**config.mk**
```make
export PLATFORM = sky130hd
export DESIGN_NAME = result_writeback_unit
export DESIGN_NICKNAME = d
export VERILOG_FILES = /design/src/rtl/result_writeback_unit.sv
export SDC_FILE = /design/constraint.sdc
export NUM_CORES = 1
export LEC_CHECK = 0
export CAP_MARGIN = 5
export CORE_MARGIN = 5
export CORE_UTILIZATION = 25
export CTS_BUF_LIST = sky130_fd_sc_hd__clkbuf_8
export CTS_CLUSTER_SIZE = 30
export DETAILED_ROUTE_END_ITERATION = 10
export SLEW_MARGIN = 25
export SYNTH_ARGS = -nofsm -noshare
export SYNTH_HDL_FRONTEND = slang
export SYNTH_SLANG_ARGS = --single-unit
```
**constraint.sdc**
```tcl
create_clock -name clk -period 4.1 [get_ports clk]
set_input_delay 0.82 -clock clk [delete_from_list [all_inputs] [get_ports clk]]
set_output_delay 0.82 -clock clk [all_outputs]
set_load 0.005 [all_outputs]
```
**src/rtl/result_writeback_unit.sv**
```systemverilog
// ============================================================================
// Module   : result_writeback_unit
// Brief    : Round-robin merge of integer ALU and FPU results into a single
//            registered register-file write port. WB_FFLAGS_EN adds sticky
//            {exc,ovf,unf} flag accumulation.
// Revision : 1.0 - initial release
// ============================================================================
`default_nettype none

module result_writeback_unit #(
    parameter int DEPTH = 2
) (
    input  logic        clk,
    input  logic        rst,
    input  logic        int_valid,
    output logic        int_ready,
    input  logic [31:0] int_result,
    input  logic [4:0]  int_rd,
    input  logic        fpu_valid,
    output logic        fpu_ready,
    input  logic [31:0] fpu_result,
    input  logic [4:0]  fpu_rd,
    input  logic        fpu_dest_int,
    input  logic        fpu_exc,
    input  logic        fpu_ovf,
    input  logic        fpu_unf,
    output logic        wb_valid,
    input  logic        wb_ready,
    output logic [31:0] wb_data,
    output logic [4:0]  wb_rd,
    output logic        wb_is_fp,
    output logic [2:0]  fflags,
    input  logic        fflags_clr
);

    localparam int c_ADDR_W = $clog2(DEPTH);
    localparam int c_INT_W  = 37;
`ifdef WB_FFLAGS_EN
    localparam int c_FPU_W  = 41;
`else
    localparam int c_FPU_W  = 38;
`endif

    // Integer FIFO: {result, rd}; is_fp is implicitly 0
    logic [c_INT_W-1:0]  r_int_mem [DEPTH];
    logic [c_ADDR_W:0]   r_int_wptr, r_int_rptr;
    logic [c_FPU_W-1:0]  r_fpu_mem [DEPTH];
    logic [c_ADDR_W:0]   r_fpu_wptr, r_fpu_rptr;

    logic w_int_empty, w_int_full, w_fpu_empty, w_fpu_full;
    logic w_int_push, w_fpu_push;
    logic w_load_en, w_grant_int, w_grant_fpu, w_discard;
    logic [c_INT_W-1:0] w_int_head;
    logic [c_FPU_W-1:0] w_fpu_head, w_fpu_entry;
    logic [31:0] w_sel_data;
    logic [4:0]  w_sel_rd;
    logic        w_sel_is_fp;
    logic [2:0]  w_sel_flags;

    logic        r_wb_valid, r_wb_is_fp, r_last_grant_fpu;
    logic [31:0] r_wb_data;
    logic [4:0]  r_wb_rd;
    logic [2:0]  r_wb_flags;

    assign w_int_empty = (r_int_wptr == r_int_rptr);
    assign w_int_full  = (r_int_wptr[c_ADDR_W] != r_int_rptr[c_ADDR_W]) &&
                         (r_int_wptr[c_ADDR_W-1:0] == r_int_rptr[c_ADDR_W-1:0]);
    assign w_fpu_empty = (r_fpu_wptr == r_fpu_rptr);
    assign w_fpu_full  = (r_fpu_wptr[c_ADDR_W] != r_fpu_rptr[c_ADDR_W]) &&
                         (r_fpu_wptr[c_ADDR_W-1:0] == r_fpu_rptr[c_ADDR_W-1:0]);

    assign int_ready  = !w_int_full && !rst;
    assign fpu_ready  = !w_fpu_full && !rst;
    assign w_int_push = int_valid && int_ready;
    assign w_fpu_push = fpu_valid && fpu_ready;

`ifdef WB_FFLAGS_EN
    assign w_fpu_entry = {fpu_result, fpu_rd, ~fpu_dest_int, fpu_exc, fpu_ovf, fpu_unf};
`else
    assign w_fpu_entry = {fpu_result, fpu_rd, ~fpu_dest_int};
`endif

    assign w_int_head = r_int_mem[r_int_rptr[c_ADDR_W-1:0]];
    assign w_fpu_head = r_fpu_mem[r_fpu_rptr[c_ADDR_W-1:0]];

    always_ff @(posedge clk) begin
        if (w_int_push) r_int_mem[r_int_wptr[c_ADDR_W-1:0]] <= {int_result, int_rd};
        if (w_fpu_push) r_fpu_mem[r_fpu_wptr[c_ADDR_W-1:0]] <= w_fpu_entry;
    end

    assign w_load_en = !r_wb_valid || wb_ready;

    always_comb begin
        w_grant_int = 1'b0;
        w_grant_fpu = 1'b0;
        if (w_load_en) begin
            if (!w_int_empty && !w_fpu_empty) begin
                w_grant_int = r_last_grant_fpu;
                w_grant_fpu = !r_last_grant_fpu;
            end else if (!w_int_empty) begin
                w_grant_int = 1'b1;
            end else if (!w_fpu_empty) begin
                w_grant_fpu = 1'b1;
            end
        end
    end

    always_comb begin
        w_sel_data  = w_int_head[36:5];
        w_sel_rd    = w_int_head[4:0];
        w_sel_is_fp = 1'b0;
        w_sel_flags = 3'b000;
        if (w_grant_fpu) begin
            w_sel_data  = w_fpu_head[c_FPU_W-1 -: 32];
            w_sel_rd    = w_fpu_head[c_FPU_W-33 -: 5];
            w_sel_is_fp = w_fpu_head[c_FPU_W-38];
`ifdef WB_FFLAGS_EN
            w_sel_flags = w_fpu_head[2:0];
`endif
        end
    end

    // Integer-file writes to x0 are dropped at grant time
    assign w_discard = !w_sel_is_fp && (w_sel_rd == 5'd0);

    always_ff @(posedge clk) begin
        if (rst) begin
            r_int_wptr       <= '0;
            r_int_rptr       <= '0;
            r_fpu_wptr       <= '0;
            r_fpu_rptr       <= '0;
            r_last_grant_fpu <= 1'b1;
            r_wb_valid       <= 1'b0;
            r_wb_data        <= 32'd0;
            r_wb_rd          <= 5'd0;
            r_wb_is_fp       <= 1'b0;
            r_wb_flags       <= 3'b000;
        end else begin
            if (w_int_push)  r_int_wptr <= r_int_wptr + 1'b1;
            if (w_fpu_push)  r_fpu_wptr <= r_fpu_wptr + 1'b1;
            if (w_grant_int) r_int_rptr <= r_int_rptr + 1'b1;
            if (w_grant_fpu) r_fpu_rptr <= r_fpu_rptr + 1'b1;
            if (w_grant_int || w_grant_fpu) r_last_grant_fpu <= w_grant_fpu;
            if (w_load_en) begin
                if ((w_grant_int || w_grant_fpu) && !w_discard) begin
                    r_wb_valid <= 1'b1;
                    r_wb_data  <= w_sel_data;
                    r_wb_rd    <= w_sel_rd;
                    r_wb_is_fp <= w_sel_is_fp;
                    r_wb_flags <= w_sel_flags;
                end else begin
                    r_wb_valid <= 1'b0;
                end
            end
        end
    end

    assign wb_valid = r_wb_valid;
    assign wb_data  = r_wb_data;
    assign wb_rd    = r_wb_rd;
    assign wb_is_fp = r_wb_is_fp;

`ifdef WB_FFLAGS_EN
    logic [2:0] r_fflags;

    // Flags delivered this cycle are OR-ed after the clear so they survive it
    always_ff @(posedge clk) begin
        if (rst) begin
            r_fflags <= 3'b000;
        end else begin
            r_fflags <= (fflags_clr ? 3'b000 : r_fflags) |
                        ((r_wb_valid && wb_ready) ? r_wb_flags : 3'b000);
        end
    end

    assign fflags = r_fflags;
`else
    logic w_unused_flag_inputs;

    assign w_unused_flag_inputs = ^{fflags_clr, fpu_exc, fpu_ovf, fpu_unf, r_wb_flags};
    assign fflags = 3'b000;
`endif

endmodule

`default_nettype wire

```
After elaboration in Yosys (flattened, before gate mapping):

Memories as Yosys holds them, arrays and structs flattened. A register that Yosys moved wholly into a read port is not among the register bits.
Cells that the tools add are included.
Widths: inputs -> output; s select.

* bits in registers: 48
* RAM bits: 150
* input port bits: 84
* output and inout port bits: 44
* word-level logic and storage cells: 63
* memories kept: 2

Memories
* r_fpu_mem: depth 2, width 38, rd ports 1, clocked after Yosys merged registers in 1, write ports 1, RTL line 47 `logic [c_FPU_W-1:0] r_fpu_mem [DEPTH];`
* r_int_mem: depth 2, width 37, rd ports 1, clocked after Yosys merged registers in 1, write ports 1, RTL line 45 `logic [c_INT_W-1:0] r_int_mem [DEPTH];`

* $add $sub $neg: 4
* equal/unequal tests: 6
* muxes and demuxes: 19
* bitwise logic cells: 1
* reductions and logical operators: 22

Operators with widths (number)
* $mux 32: 1
* $mux 1: 17
* $logic_and 1x1->1: 9
* $logic_not 1->1: 9
* $add 2x1->2 const B: 4
* $logic_not 5->1: 1
* $mux 5: 1
* $eq 2x2->1: 2
* $eq 1x1->1: 2
* $logic_or 1x1->1: 2
* $ne 1x1->1: 2
* $reduce_and 2->1: 1
* $not 1->1: 1

Longest topological paths before layout:

* word-level depth: 11
* gate-level depth with buffers: 7
* gate-level depth less buffers: 5

Least setup slack after synthesis:

OpenSTA, ideal clock, no wires.

* path type: in2reg
* from: input rst
* to: memory r_fpu_mem[0][0], enable pin
* library setup time: 0.433 ns
* arrival: 2.748 ns
* required time: 3.667 ns
* slack: 0.919 ns
* stages: 3
* buffers on the path: 0
* cell sequence: a21oi_1 nand2_1 nor2_1

* word-level cells in the longest chain between the ends: 5

RTL lines
* from (decl): RTL line 14 `input logic rst,`
* $logic_not 1->1: RTL line 73 `assign fpu_ready = !w_fpu_full && !rst;`
* $logic_and 1x1->1: RTL line 73
* $logic_and 1x1->1: RTL line 75 `assign w_fpu_push = fpu_valid && fpu_ready;`
* $mux 1: RTL line 88 `if (w_fpu_push) r_fpu_mem[r_fpu_wptr[c_ADDR_W-1:0]] <= w_fpu_entry;`
* $mux 1 (not written as such): RTL line 88
* to (decl): RTL line 47

Every way passes these cells.

Worst setup path after layout:

* from: input rst
* to: output int_ready

* word-level cells in the longest chain between the ends: 2

RTL lines
* $logic_not 1->1: RTL line 72 `assign int_ready = !w_int_full && !rst;`
* $logic_and 1x1->1: RTL line 72
* to (decl): RTL line 16 `output logic int_ready,`

Every way passes these cells.

==> run summary <==
The flow ran to the end, and the final reports show no timing, DRC or antenna violations. The worst setup path is launched from a primary input. The number of buffers inserted by port buffering came out at 120. After technology mapping, the gate count stands at 526. In this run the worst path has a maximum fanout of 31. After legalization and detailed placement, the total HPWL measured between 10000 and 15000 microns. The number of antenna violations at the first check in global routing is 1. In this design, the stage delay of the slowest critical-path cell is 0.60 ns. The met2 track demand over resource in global routing came out at roughly 18%. The count of nets left with antenna violations after detail routing is 0. Setup repair after global routing left no endpoint under its margin. For this run, design rule violations remaining after detail routing come to 0. The mapped cell area came out at 7870 sq um. The launch instance of the worst register-to-register path is r_fpu_wptr[0]. The level count of the clock H-tree came out at 4.

After synthesis, the cell types taking the most area are edfxtp_1 (57%), dfxtp_1 (13%), mux2i_1 (9.5%), a211o_1 (4.1%), a2111oi_0 (4.0%). In this run the critical register-to-register path is captured at wb_data[28]. The async set-reset flop share out of synthesis came out at 0%. The number of synthesis warnings came out at 0. The class of the most critical setup path is in -> out. The biggest area contributor in the post-synthesis netlist is edfxtp_1.

The total core area came out at between 30000 and 40000 sq um. The relative area change from synthesis to final layout came out at 26.8%. TritonCTS built the clock tree.

128 I/O pins were placed. The flip-flop and latch count after synthesis is 200. The critical path arrival came out at 2.04 ns. The count of standard-cell rows came out at 65. The met3 track demand over resource in global routing came out at 2.63%.

After clock tree synthesis, the clock-pin slew on the worst setup and hold paths is 0.10 ns. The worst pin sits at a relative slew slack of 49.7%. The worst-case hold slack is between 0.4 and 0.5 ns. The count of final hold-check violations came out at 0. The master of the slowest instance on the critical path is clkdlybuf4s50_1. The proportion of synthesized chip area in sequential cells is 69.9%. Dividing the final minimum period by the clock period gives 69.7%. The height of the die came out at around 190 microns. At the pin with the least slew margin, the transition time is 0.754 ns. For this design, the CTS-stage hold fixing added 0 buffers. Global routing consumed, over all layers together, between 10% and 20% of the routing resources. The routed via count divided by cell count is 4.31. The via count of the first global-routing pass came out at 4719. The number of enable-type register cells in the synthesized netlist is 150. VDD sags by at most about 0.42 mV. The count of maximum capacitance violations is 0.

For this block, the routed nets add up to 18900 microns of wire. After clock tree synthesis, the setup repair step added 0 buffers. The average routed wire per standard cell is 17.9 microns. The tree is rooted in a clkbuf_8. The total setup violations reported at the end of the flow came out at 0. For this design the ratio of total power to cell area is 623 nW/um^2. The setup TNS came out at 0 ns. The starting density of the core is around 25%.

The synthesized area divided by synthesized cell count came out at 15.0 sq um. The number of iterations in the first detailed-routing pass came out at 4. The global placer's final weighted congestion is 0.674.

The number of clock buffers added by TritonCTS is 17. The global route total overflow is 0. The cell depth of the worst flop-to-flop path came out at 6.

The final number of max-transition violations was 0. The path class of the tightest hold or removal check is reg -> reg. The maximum number of pins on one net before global-route repair came out at 75. The most common cell in the netlist is edfxtp_1. The commonest cells after synthesis are edfxtp_1 (150), mux2i_1 (75), dfxtp_1 (50), a211o_1 (37). In this run the most critical hold path is launched from wb_rd[3]. The total leakage power came out at 3.38 nW. The fraction of met1 tracks used by global routing came out at 13.7%.

For hold timing, the worst endpoint is wb_rd[3]. The post-route clock skew came out at around 0.027 ns. The width of the die came out at 187 microns. The final layout net count is 728.

Walking the worst path, the cells encountered are buf_2 -> buf_4 -> a21oi_1 -> clkdlybuf4s50_1. For this run, the leading register cell type out of synthesis is edfxtp_1. The fraction of final layout cells sized beyond drive strength 1 came out at 8.68%. The count of buffering cells on the critical path with inverters included is 3.

Clock latency on the worst-skew pair, taken at its later pin, is 0.47 ns. Static timing analysis puts the maximum clock frequency at between 300 and 400 MHz. The first-iteration detailed-routing DRC count came out at roughly 210. The top-area cell type share of the netlist area is 57.2%. In this run, post-CTS repair resized a total of 0 instances.

The routed design could run at a clock period as short as 2.86 ns. Across all layers, the routed design uses 4566 vias. The endpoint kind of the worst setup timing path is an output port. Grouping stages by cell kind, the critical path spends the most delay in buffers and inverters.

The number of distinct standard cells referenced by the synthesized netlist came out at 34. The count of cells along the worst hold path is 2. For the worst setup path, the data required time is 3.28 ns.

No sink is reached through more buffers than the 2 on the longest clock path. The wire length of the first global-routing pass came out at 28100 microns. The internal reg-to-reg setup slack is 1.50 ns.

The global routing stage identified its most utilized layer as met2. The overall die area is 35100 sq um. For this design, the sink count on the clock tree is 200.
==> final cells by class <==
type | count | area, sq um
inverters | 2 | 7.51
flip-flops and latches | 200 | 5510
clock buffers | 17 | 234
repair buffers | 135 | 1340
diodes | 1 | 2.50
well taps | 402 | 503
clock inverters | 15 | 146
fillers | 3054 | 21300
multi-input cells | 288 | 2240
==> worst reg2reg max path, delay by kind of cell, from the launching register on <==
kind	cells	cell delay (ns)
mux	1	0.25
compound gates	2	0.64
buf+inv	1	0.41
simple gates	1	0.38
flops	1	0.49
xor+xnor	1	0.35
==> state kept, by name, indices dropped and copies added, names as in the netlist, named ones only <==
signal / cells
r_fpu_wptr: 2
wb_rd: 5
r_int_wptr: 2
wb_valid: 1
wb_is_fp: 1
r_int_mem: 74
r_fpu_rptr: 2
r_int_rptr: 2
r_fpu_mem: 76
r_last_grant_fpu: 1
wb_data: 32
==> cells in the final DEF, fill, tap and decap left out, drive strengths merged, types with 5 or more instances in the layout <==
cell and instances:
a2111oi 36, a211o 37, a21oi 5, buf 16, clkbuf 17, clkdlybuf4s50 119, dfxtp 50, edfxtp 150
inv 10, mux2i 75, nand2 36, nand2b 8, nor2 13, nor2b 36, o21ai 5, xnor2 5
xor2 10
==> metal layers <==
layer	vias up	share of wire [%]	routed length (microns)
li1	2254	-	-
met1	2200	47	8900
met2	95	48	9070
met3	15	3.6	683
met4	2	1.4	272
met5	-	0.069	13
==> cell families after synthesis <==
logic type      share of synthesized area (%)
compound gates                           9.76
simple gates                             6.71
mux                                      9.53
other cells                            0.0476
flops                                    69.9
xor+xnor                                 1.67
buf+inv                                  2.37
==> per-stage QoR <==
stage | utilization (%) | power, mW | instances | cell area [sq um] | setup slack (ns)
2_1_floorplan | - | 4.08 | 528 | 7880 | 0.919
3_3_place_gp | 30.6 | 5.02 | 1026 | 9570 | 0.802
3_5_place_dp | 30.6 | 5.05 | 1026 | 9570 | 0.762
4_1_cts | 31.8 | 6.28 | 1058 | 9950 | 1.24
5_1_grt | 31.9 | 6.58 | 1059 | 9980 | 1.09
6_report | 31.9 | 6.21 | 1060 | 9980 | 1.24
==> worst max path at each step <==
stage / slack, ns / from / endpoint / depth (start not counted)
2_1_floorplan: 0.92 / rst / r_fpu_mem[0][0] / 3
3_3_place_gp: 0.80 / wb_ready / wb_data[29] / 7
3_5_place_dp: 0.76 / wb_ready / wb_data[28] / 7
4_1_cts: 1.24 / r_int_wptr[0] / int_ready / 3
5_1_grt: 1.09 / wb_ready / wb_data[20] / 7
6_report: 1.24 / rst / int_ready / 4
==> power breakdown <==
group | internal (mW) | total (mW) | leakage [nW] | switching [mW]
sequential | 2.50 | 2.66 | 1.79 | 0.160
clock | 0.497 | 1.22 | 0.192 | 0.722
combinational | 1.09 | 2.33 | 1.40 | 1.24
total | 4.09 | 6.21 | 3.38 | 2.12
Power figures use the tool's default switching activity.
